File: config.mk
export PLATFORM = sky130hd
export DESIGN_NAME = io_timer
export DESIGN_NICKNAME = d
export VERILOG_FILES = /design/src/rtl/io_timer.sv
export SDC_FILE = /design/constraint.sdc
export NUM_CORES = 1
export LEC_CHECK = 0
export CORE_UTILIZATION = 50
export CTS_CLUSTER_DIAMETER = 60
export DETAILED_ROUTE_END_ITERATION = 8
export PLACE_DENSITY = 0.75
export SLEW_MARGIN = 20
export SYNTH_ARGS = -nofsm -noshare
export SYNTH_HDL_FRONTEND = slang
export SYNTH_SLANG_ARGS = --single-unit
File: constraint.sdc
create_clock -name clk -period 3.6 [get_ports clk]
set_clock_uncertainty 0.2 [all_clocks]
set_input_delay 0.72 -clock clk [delete_from_list [all_inputs] [get_ports clk]]
set_output_delay 0.72 -clock clk [all_outputs]
set_load 0.03 [all_outputs]
File: src/rtl/io_timer.sv
// Memory-mapped programmable down-counter timer on the non-cacheable IO bus.
// A prescaler divides the clock into ticks; each tick decrements COUNT, expiry sets PENDING.
module io_timer #(
    parameter logic [31:0] BASE_ADDRESS   = 32'hffff_0200,
    parameter int unsigned COUNTER_WIDTH  = 32,
    parameter int unsigned PRESCALE_WIDTH = 16
) (
    input  logic        clk,
    input  logic        reset,
    input  logic        io_write_en,
    input  logic        io_read_en,
    input  logic [31:0] io_address,
    input  logic [31:0] io_write_data,
    output logic [31:0] io_read_data,
    output logic        io_read_hit,
    output logic        interrupt_req
);

    localparam logic [2:0] OffCtrl     = 3'd0;
    localparam logic [2:0] OffReload   = 3'd1;
    localparam logic [2:0] OffCount    = 3'd2;
    localparam logic [2:0] OffStatus   = 3'd3;
    localparam logic [2:0] OffPrescale = 3'd4;

    // Address decode
    logic       block_hit;
    logic [2:0] offset;
    logic       wr_ctrl;
    logic       wr_reload;
    logic       wr_count;
    logic       wr_status;
    logic       wr_prescale;

    assign block_hit   = (io_address[31:5] == BASE_ADDRESS[31:5]);
    assign offset      = io_address[4:2];
    assign wr_ctrl     = io_write_en && block_hit && (offset == OffCtrl);
    assign wr_reload   = io_write_en && block_hit && (offset == OffReload);
    assign wr_count    = io_write_en && block_hit && (offset == OffCount);
    assign wr_status   = io_write_en && block_hit && (offset == OffStatus);
    assign wr_prescale = io_write_en && block_hit && (offset == OffPrescale);

    logic unused_bits;
    assign unused_bits = ^{io_address[1:0], io_write_data};

    // Architectural state
    logic                      en_q, en_d;
    logic                      auto_q, auto_d;
    logic                      irq_en_q, irq_en_d;
    logic                      pending_q, pending_d;
    logic [COUNTER_WIDTH-1:0]  reload_q, reload_d;
    logic [COUNTER_WIDTH-1:0]  count_q, count_d;
    logic [PRESCALE_WIDTH-1:0] prescale_q, prescale_d;
    logic [PRESCALE_WIDTH-1:0] pcnt_q, pcnt_d;
    logic [31:0]               rdata_q, rdata_d;
    logic                      rhit_q, rhit_d;

    logic tick;
    logic expiry;

    assign tick   = en_q && (pcnt_q == prescale_q);
    assign expiry = tick && (count_q == '0);

    // Prescaler: free-running while enabled, cleared by any CTRL write so a
    // newly (re)started timer always begins a full prescale period.
    always_comb begin
        pcnt_d = pcnt_q;
        if (!en_q || tick) begin
            pcnt_d = '0;
        end else begin
            pcnt_d = pcnt_q + PRESCALE_WIDTH'(1);
        end
        if (wr_ctrl) begin
            pcnt_d = '0;
        end
    end

    // Counter, control and status next-state; later assignments take priority.
    always_comb begin
        en_d       = en_q;
        auto_d     = auto_q;
        irq_en_d   = irq_en_q;
        pending_d  = pending_q;
        reload_d   = reload_q;
        count_d    = count_q;
        prescale_d = prescale_q;

        if (tick) begin
            if (count_q != '0) begin
                count_d = count_q - COUNTER_WIDTH'(1);
            end else if (auto_q) begin
                count_d = reload_q;
            end
        end

        if (wr_status && io_write_data[0]) begin
            pending_d = 1'b0;
        end

        if (expiry) begin
            pending_d = 1'b1;
            if (!auto_q) begin
                en_d = 1'b0;
            end
        end

        if (wr_ctrl) begin
            en_d     = io_write_data[0];
            auto_d   = io_write_data[1];
            irq_en_d = io_write_data[2];
        end

        if (wr_reload) begin
            reload_d = io_write_data[COUNTER_WIDTH-1:0];
        end

        if (wr_count) begin
            count_d = io_write_data[COUNTER_WIDTH-1:0];
        end

        if (wr_prescale) begin
            prescale_d = io_write_data[PRESCALE_WIDTH-1:0];
        end
    end

    // Read path samples pre-write register values.
    logic [31:0] rd_value;

    always_comb begin
        rd_value = '0;
        case (offset)
            OffCtrl:     rd_value = {29'd0, irq_en_q, auto_q, en_q};
            OffReload:   rd_value = 32'(reload_q);
            OffCount:    rd_value = 32'(count_q);
            OffStatus:   rd_value = {31'd0, pending_q};
            OffPrescale: rd_value = 32'(prescale_q);
            default:     rd_value = '0;
        endcase
    end

    always_comb begin
        rdata_d = rdata_q;
        rhit_d  = rhit_q;
        if (io_read_en) begin
            rhit_d  = block_hit;
            rdata_d = block_hit ? rd_value : 32'd0;
        end
    end

    always_ff @(posedge clk) begin
        if (reset) begin
            en_q       <= 1'b0;
            auto_q     <= 1'b0;
            irq_en_q   <= 1'b0;
            pending_q  <= 1'b0;
            reload_q   <= '0;
            count_q    <= '0;
            prescale_q <= '0;
            pcnt_q     <= '0;
            rdata_q    <= '0;
            rhit_q     <= 1'b0;
        end else begin
            en_q       <= en_d;
            auto_q     <= auto_d;
            irq_en_q   <= irq_en_d;
            pending_q  <= pending_d;
            reload_q   <= reload_d;
            count_q    <= count_d;
            prescale_q <= prescale_d;
            pcnt_q     <= pcnt_d;
            rdata_q    <= rdata_d;
            rhit_q     <= rhit_d;
        end
    end

    assign io_read_data  = rdata_q;
    assign io_read_hit   = rhit_q;
    assign interrupt_req = pending_q & irq_en_q;

endmodule

# Yosys cells after proc, flatten, opt, wreduce, memory -nomap -nowiden
# Cells that the tools add are included.
# classes
eq_ne,7
n_addsub,2
bitwise,1
muxes,11
reduce_logical,21
# ops
operator,count
2-to-1 mux 32 bit,5
one-hot mux 32 bit (5 select lines),1
logical NOT 32 bit,1
nonzero test 32 bit,1
subtractor 32 x 1 -> 32 bit (second input constant),1
== test 27 bit (second input constant),1
adder 16 x 1 -> 16 bit (second input constant),1
== test 16 bit,1
logical AND 1 bit,9
== test 3 x 2 -> 1 bit (second input constant),2
nonzero test 2 bit,3
2-to-1 mux 1 bit,5
AND reduction 2 bit,2
== test 3 x 1 -> 1 bit (second input constant),1
== test 3 bit (second input constant),1
logical NOT 3 bit,1
nonzero test 3 bit,1
OR reduction 3 bit,1
!= test 2 bit (second input constant),1
bitwise AND 1 bit,1
logical NOT 1 bit,1
logical OR 1 bit,1
# word_totals
input_bits,68
out_inout_bits,34
regBits,133

# Longest topological paths before layout
# Gate-level depths: netlist of run 1.
# logic_depth
word_depth,6
depth_mapped,11
depth_no_buf,9

# Least setup slack after synthesis of run 1
# OpenSTA, ideal clock, no wires.
# synth_path
path_type,input to register
from,input port io_address[22]
to,register pcnt_q[10]
slack_ns,0.612
setup_time_ns,0.117
t_arrival_ns,2.671
required_ns,3.283
stages,9
path_buffers,2
path_cell_list,nand4_1 -> or3_1 -> nor2_1 -> nand2_1 -> nor4_1 -> or4b_2 -> clkbuf_1 -> buf_2 -> nor2_1
# synth_via
elab_chain_cells,4
# synth_lines
item,line_no,text
from (decl),12,"input logic [31:0] io_address,"
== test 27 bit,34,assign block_hit = (io_address[31:5] == BASE_ADDRESS[31:5]);
logical AND 1 bit (2 in series),36,assign wr_ctrl = io_write_en && block_hit && (offset == OffCtrl);
OR reduction 3 bit (no line),n/a,
to (signal assigned),169,pcnt_q <= pcnt_d;
to (decl),53,"logic [PRESCALE_WIDTH-1:0] pcnt_q, pcnt_d;"
# No other way between the ends.
# A chain may end at the register's enable or synchronous reset.

# Worst setup path after layout of run 1
# layout_path
from,register count_q[0]
to,register count_q[31]
# layout_via
elab_chain_cells,4
# layout_lines
item,line_no,text
from (decl),51,"logic [COUNTER_WIDTH-1:0] count_q, count_d;"
from (signal assigned),167,count_q <= count_d;
subtractor 32 x 1 -> 32 bit / nonzero test 32 bit (equally long branches),"89, 88",
2-to-1 mux 32 bit,88,if (count_q != '0) begin
2-to-1 mux 32 bit,87,if (tick) begin
2-to-1 mux 32 bit,116,if (wr_count) begin
# Parallel ways exist; a longest one is shown, timed or not. The select of a mux whose other input is x is not followed.

==> impl_metrics.py, run 1 <==
metrics = {
    "setup_path": {
        "r2r_end": "count_q[31]$_SDFFE_PP0P_",
        "cpPeakStageDelay_ns": 0.66,
        "startpoint": "count_q[0]$_SDFFE_PP0P_",
        "critPathRequiredTime_ns": 3.72,
        "ff2ff_setup_slack_ns": 0.42,
        "r2r.worst_path.cells": 10,
        "start_kind": "register",
        "rr_startpoint": "count_q[0]$_SDFFE_PP0P_",
        "critPathSlowestCell": "or4_4",
        "critPathKind": "reg2reg",
        "critical_path.max_fanout": 10,
        "worst_ep_arrival_time_ns": 3.30,
        "crit_end": "count_q[31]$_SDFFE_PP0P_",
        "crit_chain": "inv_1 -> ha_1 -> nor4b_1 -> nand4_1 -> or4_4 -> o211ai_2 -> nand2b_1 -> buf_4 -> nor2_1 -> nor4_1",
        "cp-end-kind": "register",
    },
    "floorplanning": {
        "core_sq_um": 13300,
        "num_rows": 42,
        "die_w_um": 119,
        "start_util_pct": 51.3,
        "ios": 102,
        "fp.dieH_um": 119,
        "dieArea_sq_um": 14100,
    },
    "clock_tree": {
        "cts_setup_buffers": 0,
        "cts_buffer_depth": 2,
        "clkLatencyLatePin_ns": 0.42,
        "cts.sinks": 133,
        "clockRootBuffer": "clkbuf_16",
        "clk_pin_slew_ns": 0.06,
        "cts_buffers": 17,
        "cts_tree": "built",
        "h-tree-depth": 4,
        "postCtsHoldBufs": 0,
        "cts-resized-gates": 0,
    },
    "logic_synthesis": {
        "synth-main-ff-cell": "dfxtp_1",
        "yosysMostFrequentCell": "nor2_1",
        "yosys-top-cells-count": "nor2_1 (171), dfxtp_1 (133), a21oi_1 (67)",
        "synth-edff-count": 0,
        "synth-seq-cells": 133,
        "syn_avg_cell_area_sq_um": 7.93,
        "synth.cell_area_sq_um": 6820,
        "ys_async_sr_fraction_pct": 0,
        "syn_nets": 931,
        "ys_warn_count": 0,
        "yosys-top-cells-area": "dfxtp_1 (39%), nor2_1 (9.4%), mux2i_1 (8.1%)",
        "synth_top_area_cell": "dfxtp_1",
        "synth_cell_type_count": 52,
        "synth_top_area_share_pct": 39.0,
        "synth_seq_area_share_pct": 39.0,
        "syn-instance-count": 860,
    },
    "global_routing": {
        "first_global_vias": 6118,
        "antenna_found_initial": 0,
        "grt.total_usage_pct": 27.1,
        "grt_max_degree": 47,
        "overflow": 0,
        "grt_pass1_wl_um": 30600,
    },
    "power": {
        "p_clk_share_pct": 49.5,
        "power_density_nw_per_um2": 373,
        "p_comb_share_pct": 4.8,
        "switching_share_pct": 22.1,
        "sequentialPowerShare_pct": 45.7,
        "ir_worst_vdd_mv": 0.285,
        "p_switching_mw": 0.712,
        "power.internal_mw": 2.51,
        "p_leak_nw": 3.26,
    },
    "hold_path": {
        "hold_class": "reg2reg",
    },
    "detailed_routing": {
        "vias": 6516,
        "drt_iter0_markers": 436,
        "ant_nets": 0,
        "drt_wl_total_um": 18600,
        "vias_per_cell": 5.69,
        "route.detailed.drc": 0,
        "dr.pass1.iters": 5,
        "avgRoutedWirePerCell_um": 16.3,
    },
    "finish": {
        "final_cells": 1146,
        "nNetsFinal": 1028,
        "drive_gt1_share_pct": 8.04,
        "num_antenna_cells": 0,
        "fin_util_pct": 64.9,
        "area_delta_synth_final_pct": 26.6,
    },
    "timing": {
        "finalSetupTns_ns": 0,
        "period_minus_slack_ns": 3.18,
        "max_freq_mhz": 314,
        "fin_crit_sh_pct": 88.4,
        "rsz0062_at_grt": "no",
        "slew_viol_final": 0,
        "worst_slew_pin_slew_ns": 0.859,
        "finalHoldViolations": 0,
        "slew_headroom_pct": 42.5,
        "setup_viol": 0,
    },
    "placed_design": {
        "dp_hpwl_um": 12700,
        "gp_congestion": 0.855,
        "dp_cells": 1114,
        "port_buffers": 99,
    },
    "outcome": {
        "run_status": "finished clean",
    },
    "job": {
        "max-cap-violations": 0,
    },
}
-- worst min-delay path by stage --
stage,startpoint,end,slack (ns),cells after the start
4_1_cts,io_read_data[0]$_SDFFE_PP0P_,io_read_data[0]$_SDFFE_PP0P_,0.27,2
2_1_floorplan,pcnt_q[0]$_SDFF_PP0_,pcnt_q[0]$_SDFF_PP0_,0.24,1
6_report,io_read_data[0]$_SDFFE_PP0P_,io_read_data[0]$_SDFFE_PP0P_,0.27,2
3_5_place_dp,io_read_data[0]$_SDFFE_PP0P_,io_read_data[0]$_SDFFE_PP0P_,0.26,2
3_3_place_gp,pcnt_q[0]$_SDFF_PP0_,pcnt_q[0]$_SDFF_PP0_,0.26,1
5_1_grt,io_read_data[0]$_SDFFE_PP0P_,io_read_data[0]$_SDFFE_PP0P_,0.30,2
-- state kept, by name (all words and copies together), names as in the netlist --
signal	flops
prescale_q	16
io_read_data	32
pending_q	1
auto_q	1
count_q	32
en_q	1
pcnt_q	16
irq_en_q	1
reload_q	32
io_read_hit	1
-- cell usage in the layout, fill, tap and decap left out, drive strengths merged, types with 5 or more instances in the layout --
| cell | netlist | layout |
|---|---|---|
| nor2 | 171 | 171 |
| dfxtp | 133 | 133 |
| clkdlybuf4s50 | 0 | 98 |
| a21oi | 67 | 67 |
| nand2 | 59 | 59 |
| mux2i | 55 | 55 |
| o21ai | 40 | 40 |
| buf | 20 | 38 |
| nor2b | 36 | 36 |
| nor3 | 26 | 26 |
| nor4 | 24 | 24 |
| xnor2 | 22 | 22 |
| clkbuf | 38 | 22 |
| nand3 | 19 | 19 |
| a22o | 16 | 16 |
| o211ai | 14 | 14 |
| a22oi | 13 | 13 |
| nand4 | 13 | 13 |
| xor2 | 10 | 10 |
| a211oi | 9 | 9 |
| a21o | 8 | 8 |
| inv | 8 | 8 |
| and3 | 7 | 7 |
| nand2b | 6 | 6 |
| a31oi | 6 | 6 |
| clkinv | 0 | 6 |
| nor3b | 5 | 5 |
-- cell families after synthesis --
group                    Yosys count  synth area share [%]
buffers and inverters             66                  4.33
AO/OA/AOI/OAI                    189                  17.3
AND/OR/NAND/NOR                  382                  26.6
flip-flops                       133                  39.0
XOR/XNOR                          32                  4.11
multiplexers                      55                  8.07
adder cells (fa/ha/maj)            3                 0.550
-- per-stage QoR --
step,hold WS (ns),setup WS [ns],total power [mW],area (sq um)
after global routing,0.305,0.208,3.31,8630
after detailed placement,0.264,0.377,1.66,8100
final,0.273,0.417,3.22,8630
after CTS,0.275,0.427,3.24,8630
after global placement,0.257,0.410,1.66,8100
after floorplan,0.237,0.612,1.55,6820
-- layout make-up --
cell class,instances,area (sq um)
inverters,8,30.0
clock inverters,10,82.6
clock buffers,22,454
flip-flops and latches,133,2660
multi-input cells,661,3890
well taps,176,220
fillers,1202,4660
repair buffers,136,1290
-- layer usage --
layer | up-vias | global-route usage, % | wire, um | share of wire, %
li1 | 3228 | - | - | -
met1 | 3065 | 34.9 | 8570 | 46
met2 | 191 | 45.2 | 8790 | 47
met3 | 32 | 4.92 | 883 | 4.7
met4 | 0 | 10.1 | 401 | 2.2
met5 | - | 0 | 0 | 0
-- power by group through the flow --
stage / Combinational [mW] / Sequential [mW] / Clock (mW)
CTS: 0.153 / 1.47 / 1.61
global placement: 0.152 / 1.50 / 0
detailed placement: 0.152 / 1.50 / 0
finish: 0.153 / 1.47 / 1.59
floorplan: 0.0447 / 1.50 / 0
global route: 0.162 / 1.47 / 1.67
-- worst max-delay path: cells and delay by family, from the launching register on --
kind | cells | cell delay [ns]
AOI/OAI and AO/OA | 1 | 0.27
adders and majority gates | 1 | 0.15
buffers and inverters | 2 | 0.29
DFF | 1 | 0.35
and+or+nand+nor | 6 | 1.80
No activity file was read; power rests on OpenSTA's default activity.
==> run 2: changes to the inputs <==
--- a/config.mk
+++ b/config.mk
@@ -5,10 +5,11 @@
 export SDC_FILE = /design/constraint.sdc
 export NUM_CORES = 1
 export LEC_CHECK = 0
-export CORE_UTILIZATION = 50
+export CORE_UTILIZATION = 49
 export CTS_CLUSTER_DIAMETER = 60
 export DETAILED_ROUTE_END_ITERATION = 8
-export PLACE_DENSITY = 0.75
+export PLACE_DENSITY = 0.85
+export SETUP_SLACK_MARGIN = 0.4
 export SLEW_MARGIN = 20
 export SYNTH_ARGS = -nofsm -noshare
 export SYNTH_HDL_FRONTEND = slang
==> constraint.sdc (replaced) <==
create_clock -name clk -period 2.6 [get_ports clk]
set_clock_uncertainty 0.2 [all_clocks]
set_input_delay 0.52 -clock clk [delete_from_list [all_inputs] [get_ports clk]]
set_output_delay 0.52 -clock clk [all_outputs]
set_load 0.03 [all_outputs]
==> run 2 against run 1 <==
Against the previous run:
- the run now ends with setup timing left
- worst setup slack worse by 0.49 ns
- highest routed layer unchanged
- sequential power is 39% higher
- global-route usage up 1.6 points
==> impl_metrics.py, run 2 (synthesis results as in run 1) <==
metrics = {
    "floorplanning": {
        "dieArea_sq_um": 14400,
        "num_rows": 42,
        "ios": 102,
        "start_util_pct": 50.9,
        "fp.dieH_um": 120,
        "die_w_um": 120,
        "core_sq_um": 13400,
    },
    "timing": {
        "fin_crit_sh_pct": 103,
        "setup_viol": 16,
        "slew_headroom_pct": 65.4,
        "worst_slew_pin_slew_ns": 0.518,
        "period_minus_slack_ns": 2.67,
        "holdWs_ns": 0.289,
        "rsz0062_at_grt": "yes",
        "slew_viol_final": 0,
        "worst_slack_ns": -0.0692,
        "finalHoldViolations": 0,
        "max_freq_mhz": 375,
    },
    "global_routing": {
        "overflow": 0,
        "grt.total_usage_pct": 28.7,
        "first_global_vias": 6878,
        "grt_max_degree": 50,
        "grt_pass1_wl_um": 33100,
        "antenna_found_initial": 0,
    },
    "detailed_routing": {
        "ant_nets": 0,
        "dr.pass1.iters": 8,
        "avgRoutedWirePerCell_um": 18.3,
        "drt_iter0_markers": 738,
        "vias_per_cell": 6.06,
        "drt_wl_total_um": 22100,
        "route.detailed.drc": 0,
        "vias": 7327,
    },
    "finish": {
        "num_antenna_cells": 0,
        "final_common_cell": "nor2_1",
        "final_cell_mix": "nor2_1 (163), dfxtp_1 (127), buf_4 (86)",
        "drive_gt1_share_pct": 18.6,
        "nFillCells": 926,
        "nNetsFinal": 1093,
        "area_delta_synth_final_pct": 40.9,
    },
    "power": {
        "switching_share_pct": 21.5,
        "p_comb_share_pct": 5.0,
        "p_switching_mw": 0.983,
        "fin_total_pwr_mw": 4.57,
        "p_leak_nw": 3.95,
        "sequentialPowerShare_pct": 44.6,
        "power_density_nw_per_um2": 476,
        "ir_worst_vdd_mv": 0.418,
        "p_clk_share_pct": 50.5,
        "power.internal_mw": 3.59,
    },
    "setup_path": {
        "worst_ep_arrival_time_ns": 2.81,
        "start_kind": "register",
        "r2r_end": "count_q[10]$_SDFFE_PP0P_",
        "ff2ff_setup_slack_ns": -0.07,
        "cp-end-kind": "register",
        "rr_startpoint": "count_q[24]$_SDFFE_PP0P_",
        "critPathRequiredTime_ns": 2.74,
        "critPathKind": "reg2reg",
        "r2r.worst_path.cells": 8,
        "critical_path.max_fanout": 13,
    },
    "placed_design": {
        "dp_hpwl_um": 14000,
        "gp_congestion": 0.924,
        "port_buffers": 99,
    },
    "clock_tree": {
        "clkLatencyLatePin_ns": 0.43,
        "h-tree-depth": 4,
        "clk_pin_slew_ns": 0.06,
        "cts.sinks": 133,
        "cts_buffers": 17,
        "cts_buffer_depth": 2,
        "clockRootBuffer": "clkbuf_16",
        "cts_tree": "built",
    },
    "hold_path": {
        "min-delay-start": "io_read_data[0]$_SDFFE_PP0P_",
        "whs_path_depth": 2,
        "hold_end": "io_read_data[0]$_SDFFE_PP0P_",
        "hold_class": "reg2reg",
    },
    "job": {
        "max-cap-violations": 0,
    },
    "outcome": {
        "violations": "setup timing",
        "run_status": "finished with violations",
    },
}
[run 2: layout make-up]
type                            count  area (sq um)  area share (%)
Multi-Input combinational cell    661          4220            43.9
Sequential cell                   133          2670            27.8
Tap cell                          176           220            2.29
Timing Repair Buffer              201          1920            20.0
Clock inverter                      5          75.1           0.781
Clock buffer                       25           475            4.95
Inverter                            8          30.0           0.312
[run 2: worst max path at each step]
| stage | start | end | slack (ns) | cells after the start |
|---|---|---|---|---|
| after floorplan | count_q[0]$_SDFFE_PP0P_ | count_q[16]$_SDFFE_PP0P_ | 0.17 | 10 |
| after global placement | io_address[29] | prescale_q[15]$_SDFFE_PP0P_ | -0.25 | 9 |
| after detailed placement | io_address[29] | prescale_q[10]$_SDFFE_PP0P_ | -0.32 | 9 |
| after CTS | count_q[4]$_SDFFE_PP0P_ | count_q[3]$_SDFFE_PP0P_ | -0.05 | 8 |
| after global routing | count_q[28]$_SDFFE_PP0P_ | count_q[26]$_SDFFE_PP0P_ | -0.20 | 9 |
| final | count_q[24]$_SDFFE_PP0P_ | count_q[10]$_SDFFE_PP0P_ | -0.07 | 8 |
[run 2: power groups by stage]
stage               combinational [mW]  sequential, mW  clock, mW
floorplan                       0.0654            2.08          0
global placement                 0.220            2.08          0
detailed placement               0.221            2.08          0
CTS                              0.223            2.04       2.29
global route                     0.237            2.04       2.40
finish                           0.227            2.04       2.31
[run 2: repair_timing]
| action | 4_1_cts | 5_1_grt |
|---|---|---|
| setup buffers | 2 | 7 |
| endpoints found under the setup margin | 100 | 118 |
| hold buffers | 0 | 0 |
| cloned | 1 | 1 |
| resized for setup | 19 | 75 |
| pin swaps | 17 | 29 |
[run 2: worst max-delay path: stages (launching register included)]
cell and delay [ns]:
dfxtp_1 0.35, nor4_4 0.35, nand2_1 0.16, or4_4 0.60, o211ai_4 0.29, buf_6 0.21
o21bai_1 0.13, a21oi_1 0.09, a211oi_1 0.19
[run 2: per-stage QoR]
step | instance area (sq um) | setup WS [ns] | util (%) | instances | TNS [ns]
2_1_floorplan | 7000 | 0.170 | - | 860 | 0
3_3_place_gp | 8660 | -0.247 | 64.6 | 1168 | -13.52
3_5_place_dp | 8660 | -0.324 | 64.6 | 1168 | -17.72
4_1_cts | 9340 | -0.0502 | 69.7 | 1201 | -0.158
5_1_grt | 9610 | -0.202 | 71.7 | 1209 | -4.24
6_report | 9610 | -0.0692 | 71.7 | 1209 | -0.485
[run 2: metal layers]
metal	wire length [um]	GRT usage (%)	up-vias
li1	-	-	3357
met1	8960	35.1	3490
met2	10600	48.8	398
met3	1870	6.56	82
met4	632	11.0	0
met5	0	0	-
